$ cat src/rtl/muldiv_if.sv
// Execute-stage handshake bundle for the multi-cycle RV64M mul/div sequencer.
// master = execute stage, slave = sequencer.
interface muldiv_if #(
    parameter int XLEN = 64
);
    logic            valid_i;
    logic [3:0]      op_i;
    logic [XLEN-1:0] src1_i;
    logic [XLEN-1:0] src2_i;
    logic            ack_i;
    logic            flush_i;
    logic            busy_o;
    logic            done_o;
    logic [XLEN-1:0] result_o;

    modport master (
        output valid_i, op_i, src1_i, src2_i, ack_i, flush_i,
        input  busy_o, done_o, result_o
    );

    modport slave (
        input  valid_i, op_i, src1_i, src2_i, ack_i, flush_i,
        output busy_o, done_o, result_o
    );
endinterface

$ cat src/rtl/muldiv_seq.sv
// Multi-cycle RV64M mul/div sequencer: shift-add multiply, restoring divide.
// Define MULDIV_FAST_MUL_EN for a single-cycle combinational multiply.
module muldiv_seq #(
    parameter int XLEN  = 64,
    parameter int CNT_W = $clog2(XLEN) + 1
) (
    input  logic     clk,
    input  logic     reset,
    muldiv_if.slave  bus
);

    typedef enum logic [2:0] {
        S_IDLE,
        S_MUL,
        S_DIV,
        S_FIX,
        S_DONE
    } state_t;

    localparam logic [XLEN-1:0]  MIN_VAL  = {1'b1, {(XLEN-1){1'b0}}};
    localparam logic [CNT_W-1:0] CNT_LAST = CNT_W'(XLEN - 1);

    state_t            state_q, state_d;
    logic [CNT_W-1:0]  cnt_q, cnt_d;
    logic [XLEN-1:0]   opa_q, opa_d;
    logic [XLEN-1:0]   opb_q, opb_d;
    logic [XLEN-1:0]   acc_q, acc_d;
    logic [XLEN-1:0]   res_q, res_d;
    logic              negq_q, negq_d;
    logic              negr_q, negr_d;
    logic              rem_q, rem_d;
    logic              w_q, w_d;
    logic              busy;

    function automatic logic [XLEN-1:0] sext_w(
        input logic w, input logic [XLEN-1:0] v
    );
        return w ? {{(XLEN-32){v[31]}}, v[31:0]} : v;
    endfunction

    logic [2:0]      op_f;
    logic            op_w;
    logic            is_mul, is_div, is_sgn, is_uns, is_rem;
    logic [XLEN-1:0] s1, s2, mag1, mag2, spec_res;
    logic            div0, ovf;

    always_comb begin
        op_f   = bus.op_i[2:0];
        op_w   = bus.op_i[3];
        is_mul = (op_f == 3'd0);
        is_div = (op_f >= 3'd1) && (op_f <= 3'd4);
        is_sgn = (op_f == 3'd1) || (op_f == 3'd3);
        is_uns = (op_f == 3'd2) || (op_f == 3'd4);
        is_rem = (op_f == 3'd3) || (op_f == 3'd4);
        s1 = bus.src1_i;
        s2 = bus.src2_i;
        if (op_w) begin
            s1 = is_uns ? {{(XLEN-32){1'b0}}, bus.src1_i[31:0]}
                        : {{(XLEN-32){bus.src1_i[31]}}, bus.src1_i[31:0]};
            s2 = is_uns ? {{(XLEN-32){1'b0}}, bus.src2_i[31:0]}
                        : {{(XLEN-32){bus.src2_i[31]}}, bus.src2_i[31:0]};
        end
        div0 = (s2 == '0);
        ovf  = is_sgn && (s2 == '1) &&
               (op_w ? (s1[31:0] == 32'h8000_0000) : (s1 == MIN_VAL));
        mag1 = (is_sgn && s1[XLEN-1]) ? -s1 : s1;
        mag2 = (is_sgn && s2[XLEN-1]) ? -s2 : s2;
        if (div0)
            spec_res = is_rem ? s1 : '1;
        else
            spec_res = is_rem ? '0 : s1;
    end

    // One iteration of each datapath, evaluated from the current registers
    logic [XLEN-1:0] mul_add;
    logic [XLEN:0]   rem_sh, diff;
    logic            q_bit;
    logic [XLEN-1:0] div_acc, div_quo, fix_val;

    always_comb begin
        mul_add = opb_q[0] ? acc_q + opa_q : acc_q;
        rem_sh  = {acc_q, opa_q[XLEN-1]};
        diff    = rem_sh - {1'b0, opb_q};
        q_bit   = ~diff[XLEN];
        div_acc = q_bit ? diff[XLEN-1:0] : rem_sh[XLEN-1:0];
        div_quo = {opa_q[XLEN-2:0], q_bit};
        if (rem_q)
            fix_val = negr_q ? -acc_q : acc_q;
        else
            fix_val = negq_q ? -opa_q : opa_q;
    end

    always_comb begin
        state_d = state_q;
        cnt_d   = cnt_q;
        opa_d   = opa_q;
        opb_d   = opb_q;
        acc_d   = acc_q;
        res_d   = res_q;
        negq_d  = negq_q;
        negr_d  = negr_q;
        rem_d   = rem_q;
        w_d     = w_q;
        busy    = 1'b0;
        unique case (state_q)
            S_IDLE: begin
                if (bus.valid_i && !bus.flush_i) begin
                    busy   = 1'b1;
                    w_d    = op_w;
                    rem_d  = is_rem;
                    negq_d = is_sgn & (s1[XLEN-1] ^ s2[XLEN-1]);
                    negr_d = is_sgn & s1[XLEN-1];
                    cnt_d  = '0;
                    acc_d  = '0;
                    if (is_mul) begin
`ifdef MULDIV_FAST_MUL_EN
                        res_d   = sext_w(op_w, s1 * s2);
                        state_d = S_DONE;
`else
                        opa_d   = s1;
                        opb_d   = s2;
                        state_d = S_MUL;
`endif
                    end else if (is_div) begin
                        if (div0 || ovf) begin
                            res_d   = sext_w(op_w, spec_res);
                            state_d = S_DONE;
                        end else begin
                            opa_d   = mag1;
                            opb_d   = mag2;
                            state_d = S_DIV;
                        end
                    end else begin
                        res_d   = '0;
                        state_d = S_DONE;
                    end
                end
            end
            S_MUL: begin
                busy  = 1'b1;
                acc_d = mul_add;
                opa_d = opa_q << 1;
                opb_d = opb_q >> 1;
                if (cnt_q == CNT_LAST) begin
                    res_d   = sext_w(w_q, mul_add);
                    state_d = S_DONE;
                end else begin
                    cnt_d = cnt_q + 1'b1;
                end
            end
            S_DIV: begin
                busy  = 1'b1;
                acc_d = div_acc;
                opa_d = div_quo;
                if (cnt_q == CNT_LAST)
                    state_d = S_FIX;
                else
                    cnt_d = cnt_q + 1'b1;
            end
            S_FIX: begin
                busy    = 1'b1;
                res_d   = sext_w(w_q, fix_val);
                state_d = S_DONE;
            end
            S_DONE: begin
                if (bus.ack_i)
                    state_d = S_IDLE;
            end
            default: state_d = S_IDLE;
        endcase
        if (bus.flush_i)
            state_d = S_IDLE;
    end

    always_ff @(posedge clk) begin
        if (reset) begin
            state_q <= S_IDLE;
            cnt_q   <= '0;
            opa_q   <= '0;
            opb_q   <= '0;
            acc_q   <= '0;
            res_q   <= '0;
            negq_q  <= 1'b0;
            negr_q  <= 1'b0;
            rem_q   <= 1'b0;
            w_q     <= 1'b0;
        end else begin
            state_q <= state_d;
            cnt_q   <= cnt_d;
            opa_q   <= opa_d;
            opb_q   <= opb_d;
            acc_q   <= acc_d;
            res_q   <= res_d;
            negq_q  <= negq_d;
            negr_q  <= negr_d;
            rem_q   <= rem_d;
            w_q     <= w_d;
        end
    end

    assign bus.busy_o   = busy;
    assign bus.done_o   = (state_q == S_DONE);
    assign bus.result_o = res_q;

endmodule

$ cat src/flat_wrapper.sv
// flat-port wrapper written by rule: the top's interface ports become plain ports
module muldiv_seq_flat 
#(
    parameter int XLEN  = 64,
    parameter int CNT_W = $clog2(XLEN) + 1
)
  (clk, reset, bus_valid_i, bus_op_i, bus_src1_i, bus_src2_i, bus_ack_i, bus_flush_i, bus_busy_o, bus_done_o, bus_result_o);
  muldiv_if #(.XLEN(XLEN)) bus_i ();
  input  logic clk;
  input  logic reset;
  input wire logic [$bits(bus_i.valid_i)-1:0] bus_valid_i;
  input wire logic [$bits(bus_i.op_i)-1:0] bus_op_i;
  input wire logic [$bits(bus_i.src1_i)-1:0] bus_src1_i;
  input wire logic [$bits(bus_i.src2_i)-1:0] bus_src2_i;
  input wire logic [$bits(bus_i.ack_i)-1:0] bus_ack_i;
  input wire logic [$bits(bus_i.flush_i)-1:0] bus_flush_i;
  output wire logic [$bits(bus_i.busy_o)-1:0] bus_busy_o;
  output wire logic [$bits(bus_i.done_o)-1:0] bus_done_o;
  output wire logic [$bits(bus_i.result_o)-1:0] bus_result_o;
  assign bus_i.valid_i = bus_valid_i;
  assign bus_i.op_i = bus_op_i;
  assign bus_i.src1_i = bus_src1_i;
  assign bus_i.src2_i = bus_src2_i;
  assign bus_i.ack_i = bus_ack_i;
  assign bus_i.flush_i = bus_flush_i;
  assign bus_busy_o = bus_i.busy_o;
  assign bus_done_o = bus_i.done_o;
  assign bus_result_o = bus_i.result_o;
  muldiv_seq #(.XLEN(XLEN), .CNT_W(CNT_W)) u_core (.clk(clk), .reset(reset), .bus(bus_i));
endmodule
$ cat config.mk
export PLATFORM = sky130hd
export DESIGN_NAME = muldiv_seq_flat
export DESIGN_NICKNAME = d
export VERILOG_FILES = /design/src/rtl/muldiv_if.sv /design/src/rtl/muldiv_seq.sv /design/src/flat_wrapper.sv
export SDC_FILE = /design/constraint.sdc
export NUM_CORES = 2
export LEC_CHECK = 0
export BUFFER_PORTS_ARGS = -buffer_cell sky130_fd_sc_hd__buf_4
export CORE_MARGIN = 4
export CORE_UTILIZATION = 57
export DETAILED_ROUTE_END_ITERATION = 12
export GPL_TIMING_DRIVEN = 0
export PLACE_DENSITY = 0.9
export SLEW_MARGIN = 5
export SYNTH_ARGS = -nofsm -noshare
export SYNTH_HDL_FRONTEND = slang
export SYNTH_SLANG_ARGS = --single-unit
$ cat constraint.sdc
create_clock -name clk -period 4.6 [get_ports clk]
set_clock_uncertainty 0.2 [all_clocks]
set_input_delay 0.46 -clock clk [delete_from_list [all_inputs] [get_ports clk]]
set_output_delay 0.46 -clock clk [all_outputs]
set_load 0.05 [all_outputs]
==> flow_summary.toml <==
[outcome]
outcome = "complete, but fails checks"
violations = "max-capacitance violations, max-slew violations, negative setup slack"

[global_route]
grt_pass1_vias = 34150
grt_overflow = 0
grt.total_usage_pct = 53.54
grt_max_degree = 15
antenna_found_initial = 10
grt_first_pass_wirelength_um = 217600

[power]
pwr-share-seq_pct = 28.2
power.density_nw_per_um2 = 291.4
p_leak_uw = 0.01273
ir_drop_uv = 368.3
netSwitchingFraction_pct = 42.40
switching_power_uw = 4075
total_power_uw = 9611
pwr-share-comb_pct = 40.8
intPower_uw = 5536
pwr-share-clk_pct = 31.0

[yosys]
synth_area_leader_cell = "dfxtp_1"
synth-simple-area-share_pct = 22.67
synth-edff-count = 0
synth_top_family_by_area = "compound AO/OA/AOI/OAI gates"
synth_fa_ha_area_share_pct = 6.989
synthTopCellsByCount = "a21oi_1 (501), nand2_1 (474), nor2_1 (413), o21ai_0 (308), dfxtp_1 (270)"
yosysMostFrequentCell = "a21oi_1"
synthMuxAreaShare_pct = 2.607
synth_cells = 4187
synth_top_area_share_pct = 18.74
yosys.cell_types.count = 94
seq_area_frac_synth_pct = 18.74
avgSynthCellArea_um2 = 6.888
yosys_warnings = 0
synthesis.nets = 4459
ys_ff_latch = 270
synthesis.area_um2 = 28840
synth_xor_area_share_pct = 10.05
synth_compound_area_share_pct = 33.21
synthArstFlopShare_pct = 0
ys.flop_type = "dfxtp_1"
netlist_top_cells_area = "dfxtp_1 (19%), a21oi_1 (8.7%), nand2_1 (6.2%)"

[floorplan]
die_w_um = 232.9
start_util_pct = 57.60
die_height_um = 232.9
io_pins = 203
num_rows = 82
core_um2 = 50070
die-area_um2 = 54260

[route]
vias = 37540
wirelength_um = 153200
wl_per_cell_um = 29.85
drcViolationCount = 0
drtIter0Drc = 6883
drtPass1Iterations = 13
antenna_left = 0
via_per_inst = 7.315

[clock_network]
clock_path_buffers = 3
cts_tree = "done"
root_buffer = "clkbuf_16"
htree_levels = 2
cts_made_buffers = 34
clkTransAtPathRegs_ps = 60
clk_latency_ps = 590
cts_sinks = 270

[sta]
slew_headroom_pct = -9.684
worst_slack_ps = -238.7
final_hold_viol_count = 0
setup_viol = 32
worst_pin_slew_ps = 1630
final.min_clock_period_ps = 4839
max_freq_mhz = 206.7
drv_slew = 31
period_share_pct = 105.2
holdWs_ps = 20.16

[worst_hold_path]
min_from = "bus_op_i[2]"
hold_path_end = "u_core.state_q[0]"
worstHoldPathType = "input pin to flop"
hold_path_depth = 3

[job]
drv_cap = 4

[setup_path]
crit_required_ps = 4900
rrSetupSlack_ps = -100
ff2ff_path_depth = 10
path_class = "input pin to flop"
cp-end-kind = "flop"
reg2reg_to = "u_core.opa_q[56]"
critical_path_arrival_ps = 5140
cp-start-kind = "input pin"
r2r_start = "u_core.state_q[0]"
crit_path_max_fanout = 10

[cells_and_area]
layout-drive-gt1-share_pct = 10.98
fill_cells = 4714
final_cells = 5132
final_nets = 4701
syn2layout_area_growth_pct = 14.38
regArea_um2 = 5433
multi_input_area_um2 = 22240

[place]
place_hpwl_um = 121600
port_buffers = 196
placed_cells = 5055
gp_congestion = 1.180
## worst max path at each step
stage / start / to / slack [ps] / cells past startpoint
final: bus_op_i[3] / u_core.bus.result_o[37] / -240 / 11
after global routing: u_core.opa_q[3] / u_core.bus.result_o[60] / -240 / 12
after CTS: u_core.acc_q[11] / u_core.bus.result_o[33] / -70 / 12
after detailed placement: u_core.opa_q[63] / u_core.opa_q[0] / -2000 / 14
after global placement: u_core.opa_q[63] / u_core.opa_q[0] / -2290 / 14
after floorplan: u_core.opa_q[63] / u_core.acc_q[32] / 300 / 15
## state kept, by name (all words and copies together) (netlist names)
signal and flops:
u_core.bus.result_o 64, u_core.w_q 1, u_core.negr_q 1, u_core.negq_q 1, u_core.rem_q 1, u_core.acc_q 64, u_core.cnt_q 7, u_core.state_q 3
u_core.opb_q 64, u_core.opa_q 64
## final cells by class
cell class	count	share of cell area, %
multi-input combinational	3489	67.43
buffer	302	3.721
antenna	8	0.06069
timing repair buffer	211	4.810
clock buffer	41	2.811
sequential	270	16.47
tap	672	2.549
clock inverter	18	0.7586
inverter	121	1.392
## power by group through the flow
stage          registers [µW]  clock network [µW]  logic (µW)
2_1_floorplan            2760                   0        2290
3_5_place_dp             2740                   0        3550
4_1_cts                  2690                2910        3640
6_report                 2710                2980        3920
3_3_place_gp             2740                   0        3530
5_1_grt                  2710                2990        4060
## timing repair
item	in CTS	in global routing
pin swaps	5	7
hold buffers	1	0
buffers inserted	7	7
setup endpoints to repair	257	257
endpoints found under the hold margin	2	0
resized for setup	76	78
## metal layers
layer	part of all wire, %	global-route usage (%)	up-vias
li1	-	-	15930
met1	34	62.06	17100
met2	39	75.91	3401
met3	16	23.25	1106
met4	11	43.84	10
met5	0.059	0	-
## logic make-up (layout without fill, tap and decap cells)
| kind of cell | count (synthesis) | after routing |
|---|---|---|
| multiplexers | 70 | 70 |
| buffers and inverters | 428 | 693 |
| other | 0 | 8 |
| AO/OA/AOI/OAI | 1519 | 1519 |
| flip-flops | 270 | 270 |
| XOR/XNOR | 331 | 331 |
| adder cells (fa/ha/maj) | 166 | 166 |
| AND/OR/NAND/NOR | 1403 | 1403 |
## per-stage QoR
step	cell area [µm²]	utilization (%)	setup slack [ps]	setup TNS, ps
after global placement	31150	62.22	-2290	-331390
after global routing	32970	65.85	-237.6	-3223
final	32990	65.88	-238.7	-1595
after detailed placement	31160	62.23	-1996	-309120
after floorplan	28840	-	295.4	0
after CTS	32710	65.32	-66.25	-164.3
## cells in the final DEF (no fill, tap or decap), types with 20 or more instances in the layout
cell type and count:
a211oi_1 100, a21o_1 75, a21oi_1 499, a221oi_1 28, a31oi_1 48, and3_1 20, buf_1 20, buf_2 20
buf_4 212, clkbuf_1 230, clkbuf_16 34, clkbuf_2 25, dfxtp_1 252, ha_1 125, inv_1 116, maj3_1 30
mux2_2 41, mux2i_1 29, nand2_1 474, nand2b_1 31, nand3_1 50, nand4_1 67, nor2_1 407, nor2b_1 24
nor3_1 106, nor4_1 43, o211ai_1 111, o21a_1 27, o21ai_0 303, o21bai_1 24, o22ai_1 24, o31ai_1 59
o41ai_1 34, or2_2 23, or3_1 40, or4_1 38, xnor2_1 168, xor2_1 163
## worst max-delay path, cell delays in order
cell,delay [ps]
buf_4,180
clkbuf_1,700
clkbuf_2,570
clkbuf_2,510
clkbuf_2,510
clkbuf_2,560
clkbuf_1,770
o21ai_0,380
o21ai_0,200
a211oi_2,120
nor2_1,150
Note: power is estimated with default switching activity, not from simulation.
